### src/rtl/mips_multicycle.sv
// Multicycle MIPS subset core on a single word-addressed memory bus.
// A transfer completes on a rising edge where mem_req and mem_ready are both high.
module mips_multicycle #(
    parameter int XLEN = 32,
    parameter int AW = 16,
    parameter logic [AW-1:0] RESET_PC = '0
) (
    input  logic            clk,
    input  logic            rst_n,
    output logic            mem_req,
    output logic            mem_we,
    output logic [AW-1:0]   mem_addr,
    output logic [XLEN-1:0] mem_wdata,
    input  logic [XLEN-1:0] mem_rdata,
    input  logic            mem_ready,
    output logic [AW-1:0]   pc,
    output logic            halted
);
    typedef enum logic [2:0] {FETCH, DECODE, EXEC, MEM, WB, HALT} state_t;

    localparam logic [5:0] OP_R = 6'h00, OP_ADDI = 6'h08, OP_LW = 6'h23, OP_SW = 6'h2B;
    localparam logic [5:0] OP_BEQ = 6'h04, OP_BNE = 6'h05, OP_J = 6'h02, OP_JAL = 6'h03;
    localparam logic [5:0] F_ADD = 6'h20, F_SUB = 6'h22, F_AND = 6'h24, F_OR = 6'h25, F_SLT = 6'h2A;

    state_t          state, state_n;
    logic [31:0]     ir;
    logic [XLEN-1:0] regs [32];
    logic [XLEN-1:0] a, b, imm, alu_out, mdr, alu_res, wb_data;
    logic [5:0]      op, funct;
    logic [4:0]      wb_addr;
    logic            wb_en, legal, taken, handshake;

    assign op        = ir[31:26];
    assign funct     = ir[5:0];
    assign handshake = mem_req & mem_ready;
    assign halted    = (state == HALT);
    assign taken     = ((op == OP_BEQ) && (a == b)) || ((op == OP_BNE) && (a != b));

    logic unused_bits;
    assign unused_bits = ^ir[10:6];
    if (XLEN > 32) begin : g_wide
        logic unused_rdata;
        assign unused_rdata = ^mem_rdata[XLEN-1:32];
    end

    always_comb begin
        legal = 1'b0;
        case (op)
            OP_R:    legal = funct inside {F_ADD, F_SUB, F_AND, F_OR, F_SLT};
            OP_ADDI, OP_LW, OP_SW, OP_BEQ, OP_BNE, OP_J, OP_JAL: legal = 1'b1;
            default: legal = 1'b0;
        endcase
    end

    // Non-R opcodes reaching the ALU are addi/lw/sw, all of which need A+imm.
    always_comb begin
        alu_res = a + imm;
        if (op == OP_R) begin
            case (funct)
                F_ADD:   alu_res = a + b;
                F_SUB:   alu_res = a - b;
                F_AND:   alu_res = a & b;
                F_OR:    alu_res = a | b;
                F_SLT:   alu_res = XLEN'($signed(a) < $signed(b));
                default: alu_res = a + b;
            endcase
        end
    end

    // jal links in EXEC, where pc already points past the jal itself.
    always_comb begin
        wb_en   = 1'b0;
        wb_addr = ir[20:16];
        wb_data = alu_out;
        if (state == WB) begin
            wb_en = 1'b1;
            if (op == OP_R) wb_addr = ir[15:11];
            else if (op == OP_LW) wb_data = mdr;
        end else if ((state == EXEC) && (op == OP_JAL)) begin
            wb_en   = 1'b1;
            wb_addr = 5'd31;
            wb_data = XLEN'(pc);
        end
    end

    always_comb begin
        state_n   = state;
        mem_req   = 1'b0;
        mem_we    = 1'b0;
        mem_addr  = pc;
        mem_wdata = b;
        case (state)
            FETCH: begin
                mem_req = 1'b1;
                if (mem_ready) state_n = DECODE;
            end
            DECODE: state_n = legal ? EXEC : HALT;
            EXEC: begin
                case (op)
                    OP_BEQ, OP_BNE, OP_J, OP_JAL: state_n = FETCH;
                    OP_LW, OP_SW:                 state_n = MEM;
                    default:                      state_n = WB;
                endcase
            end
            MEM: begin
                mem_req  = 1'b1;
                mem_we   = (op == OP_SW);
                mem_addr = AW'(alu_out);
                if (mem_ready) state_n = (op == OP_SW) ? FETCH : WB;
            end
            WB:      state_n = FETCH;
            HALT:    state_n = HALT;
            default: state_n = FETCH;
        endcase
    end

    always_ff @(posedge clk or negedge rst_n) begin
        if (!rst_n) begin
            state   <= FETCH;
            pc      <= RESET_PC;
            ir      <= '0;
            a       <= '0;
            b       <= '0;
            imm     <= '0;
            alu_out <= '0;
            mdr     <= '0;
            for (int i = 0; i < 32; i++) regs[i] <= '0;
        end else begin
            state <= state_n;
            case (state)
                FETCH: begin
                    if (handshake) begin
                        ir <= mem_rdata[31:0];
                        pc <= pc + AW'(1);
                    end
                end
                DECODE: begin
                    a   <= regs[ir[25:21]];
                    b   <= regs[ir[20:16]];
                    imm <= {{(XLEN-16){ir[15]}}, ir[15:0]};
                end
                EXEC: begin
                    alu_out <= alu_res;
                    if (taken) pc <= pc + AW'(imm);
                    else if ((op == OP_J) || (op == OP_JAL)) pc <= AW'(ir[25:0]);
                end
                MEM: begin
                    if (handshake && (op == OP_LW)) mdr <= mem_rdata;
                end
                default: ;
            endcase
            if (wb_en && (wb_addr != 5'd0)) regs[wb_addr] <= wb_data;
        end
    end
endmodule

### config.mk
export PLATFORM = sky130hd
export DESIGN_NAME = mips_multicycle
export DESIGN_NICKNAME = d
export VERILOG_FILES = /design/src/rtl/mips_multicycle.sv
export SDC_FILE = /design/constraint.sdc
export NUM_CORES = 2
export LEC_CHECK = 0
export BUFFER_PORTS_ARGS = -buffer_cell sky130_fd_sc_hd__buf_2
export CORE_AREA = 2 2 354 356
export CTS_CLUSTER_DIAMETER = 60
export DETAILED_ROUTE_END_ITERATION = 12
export DIE_AREA = 0 0 356 358
export MAX_ROUTING_LAYER = met4
export PLACE_DENSITY = 0.69
export SLEW_MARGIN = 5
export SYNTH_ARGS = -nofsm -noshare
export SYNTH_HDL_FRONTEND = slang
export SYNTH_SLANG_ARGS = --single-unit
### constraint.sdc
create_clock -name clk -period 3.8 [get_ports clk]
set_clock_uncertainty 0.2 [all_clocks]
set_input_delay 0.38 -clock clk [delete_from_list [all_inputs] [get_ports clk]]
set_output_delay 0.38 -clock clk [all_outputs]
set_load 0.05 [all_outputs]
==> run_results.csv <==
group,metric,value,unit
status,outcome,"complete, but fails checks",
status,violations,"negative hold slack",
sta,rsz0062_at_grt,"true",
routing,dr.pass1.iters,8,
sta,timing.hold.ws,-0.00490,ns
routing,dr_wl_met2,103000,um
sta,finalSetupViolCount,0,
cts,htreeDepth,4,
pwr,leakage,33.4,nW
layout,fin_util,62.7,%
layout,layout.nets,6366,
grt,grt_pass1_vias,52600,
synth,yosysTopAreaCell,"dfrtp_1",
critical_path,cp.arrival,4.26,ns
layout,syn2layout_area_growth,14.2,%
sta,worst_slack,0.00421,ns
routing,drt_iter0_markers,6639,
synth,async_flop_share,100,%
grt,grt_max_degree,146,
sta,min_period,3.80,ns
cts,clockBufferDepth,3,
cts,clockRootBuffer,"clkbuf_16",
cts,cts_sinks,1219,
layout,fin_area,0.0773,mm2
layout,n_fill_cell,9609,
synth,syn-num-nets,6317,
grt,antenna_found_initial,14,
floorplanning,rows,129,
critical_path,cpPeakStageDelay,1.11,ns
routing,finalWirelength,225000,um
grt,grt_remaining_overflow,0,
critical_path,crit_path_end,"regs[385]$_DFFE_PN0P_",
floorplanning,start_util,54.9,%
synth,syn_inst,6135,
synth,synth_area_per_cell,11.0,um2
synth,syn_area,0.0677,mm2
synth,ys_ff_latch,1219,
critical_path,cpMostUsedCell,"nor2_2",
synth,synth_cell_types,96,
routing,drc,0,
floorplanning,die_height,358,um
critical_path,crit_start,"state[0]$_DFFE_PN0P_",
floorplanning,core,0.123,mm2
cts,cts_tree,"yes",
sta,slew_headroom,6.76,%
synth,synth.area.top_cells,"dfrtp_1, mux4_2, a21oi_1",
floorplanning,ios,102,
critical_path,path_max_fanout,44,
grt,grt_pass1_wl,338000,um
sta,tightest_slew,1.39,ns
floorplanning,dieArea,0.127,mm2
place,dp_hpwl,145000,um
synth,yosysTopAreaCellShare,45.1,%
cts,numCtsBuffers,140,
sta,timing.fmax,263,MHz
routing,wl_met3,23300,um
synth,synth_common_cells,"dfrtp_1, a21oi_1, nor2_1, mux4_2, nand2_1",
critical_path,startpoint_type,"flip-flop",
synth,ys_seq_area_share,45.1,%
layout,multi_input_area,0.0347,mm2
place,io_buffers,101,
critical_path,critPathBufInv,2,
critical_path,worst-setup-path-type,"reg -> reg",
critical_path,crit_slowest_cell,"nor3_4",
cts,clk-insertion-delay-late,0.78,ns
sta,fin_tns_setup,0,ns
routing,num_vias,52800,
routing,vias_per_cell,6.66,
critical_path,cpLargestDelayFamily,"simple AND/OR/NAND/NOR gates",
cts,clk_pin_slew,0.06,ns
critical_path,required,4.27,ns
sta,hold_viol_final,1,
place,gp_congestion,1.03,
job,cap_violations,0,
routing,ant_nets,0,
synth,yosysMostFrequentCell,"dfrtp_1",
sta,fin_crit_sh,99.9,%
critical_path,reg2reg_from,"state[0]$_DFFE_PN0P_",
critical_path,rr_worst_depth,9,
routing,wl_per_cell,28.4,um
layout,drive_above_1_share,24.4,%
synth,ys.warnings.count,0,
pwr,fin_total_pwr,0.0798,W
min_path,hold_class,"in -> async",
critical_path,end_kind,"flip-flop",
pwr,power_density,1030,mW/mm2
layout,seq_area,0.0305,mm2
critical_path,cp.depth,9,
pwr,ir_worst_vdd,895,uV
sta,maxSlewViolCount,0,
grt,grt_use_total,37.1,%
place,dp_slack,0.0462,ns
critical_path,crit_path_cell_trace,"buf_4 > nor3b_4 > nand2_1 > nor2_2 > nor2_2 > nor3_4 > buf_12 > nor2_1 > a21oi_1",
routing,drt-met1-wl,88400,um
synth,synth_edf_count,0,
critical_path,worst-r2r-setup-slack,0.004,ns
place,postPlaceCellArea,0.0722,mm2
floorplanning,die_x,356,um
routing,highest_layer,"met4",
critical_path,reg2reg_to,"regs[385]$_DFFE_PN0P_",
synth,synth_flop_cell,"dfrtp_1",
==> cells in the final DEF, fill, tap and decap left out, types with 13 or more instances in the layout <==
cell,instances
dfrtp_1,1208
a21oi_1,883
nor2_1,814
mux4_2,640
nand2_1,478
o21ai_0,417
buf_4,242
clkbuf_16,146
ha_1,140
inv_1,120
buf_12,108
buf_2,100
mux2_2,94
mux2i_1,76
nor3_1,39
o21ai_1,34
a21o_1,34
dlygate4sd3_1,34
nand3_1,33
xnor2_1,32
clkbuf_1,32
a211oi_1,31
clkbuf_8,31
o211ai_1,27
o22ai_1,26
o21bai_1,24
nand2b_1,21
nor2_4,20
a22o_1,20
a31oi_1,20
a21oi_2,17
nor2b_1,16
a22oi_2,16
clkinv_2,15
xor2_1,13
and3_1,13
o21a_1,13
==> repair_timing <==
| action | CTS | global route |
|---|---|---|
| hold buffers | 34 | 0 |
| buffers inserted | 0 | 6 |
| gates resized for setup | 0 | 14 |
| endpoints found under the setup margin | 0 | 33 |
| hold endpoints to repair | 382 | 0 |
==> kinds of logic (layout without fill, tap and decap cells) <==
group | after synthesis | count (layout) | synth area share [%]
other | 0 | 6 | 0
AO/OA/AOI/OAI | 1684 | 1684 | 14.0
flip-flops | 1219 | 1219 | 45.1
XOR/XNOR | 45 | 45 | 0.582
AND/OR/NAND/NOR | 1531 | 1531 | 9.39
adder cells (fa/ha/maj) | 147 | 147 | 2.76
multiplexers | 810 | 810 | 24.0
buffers and inverters | 699 | 854 | 4.18
==> routing by layer <==
metal	up-vias	global-route usage, %
met5	-	-
met4	0	15.8
met3	592	8.50
met2	2959	54.7
met1	26800	49.8
li1	22500	-
==> worst register-to-register path: cells and delay by family, from the launching register on <==
| kind | cells | cell delay (ns) |
|---|---|---|
| compound gates | 1 | 0.14 |
| buf+inv | 2 | 0.61 |
| flops | 1 | 0.45 |
| simple gates | 6 | 2.29 |
==> report_power, final <==
group / switching, W / internal (W) / leakage, nW
combinational: 0.0238 / 0.0188 / 15.1
sequential: 0.00510 / 0.0183 / 16.1
clock: 0.00561 / 0.00813 / 2.29
==> stage by stage <==
step	cells	hold WS (ns)
final	7933	-0.00490
after global placement	7639	0.176
after global routing	7933	0.0556
after CTS	7921	0.00141
after detailed placement	7639	0.183
after floorplan	6135	-0.116
==> flip-flops by register name, summed over array words and instances, names as in the netlist <==
register and cells:
alu_out 32, mdr 32, ir 32, state 3, pc 16, mem_wdata 32, imm 16, a 32
regs 1024
==> area by class of cell <==
class | instances | share of cell area [%]
Multi-Input combinational cell | 4217 | 45.0
Tap cell | 1637 | 2.65
Clock inverter | 39 | 0.586
Inverter | 122 | 0.593
Clock buffer | 209 | 5.44
Timing Repair Buffer | 484 | 6.24
Sequential cell | 1219 | 39.5
Antenna cell | 6 | 0.0194
==> how the worst min path moves through the flow <==
stage                           start                endpoint  cells past startpoint
2_1_floorplan                   rst_n        a[0]$_DFFE_PN0N_                      0
3_3_place_gp   regs[1019]$_DFFE_PN0P_  regs[1019]$_DFFE_PN0P_                      0
3_5_place_dp   regs[1001]$_DFFE_PN0P_  regs[1001]$_DFFE_PN0P_                      0
4_1_cts                         rst_n       ir[4]$_DFFE_PN0P_                      2
5_1_grt                         rst_n      mdr[4]$_DFFE_PN0P_                      2
6_report                        rst_n       ir[4]$_DFFE_PN0P_                      2
(Power assumes the default switching activity.)
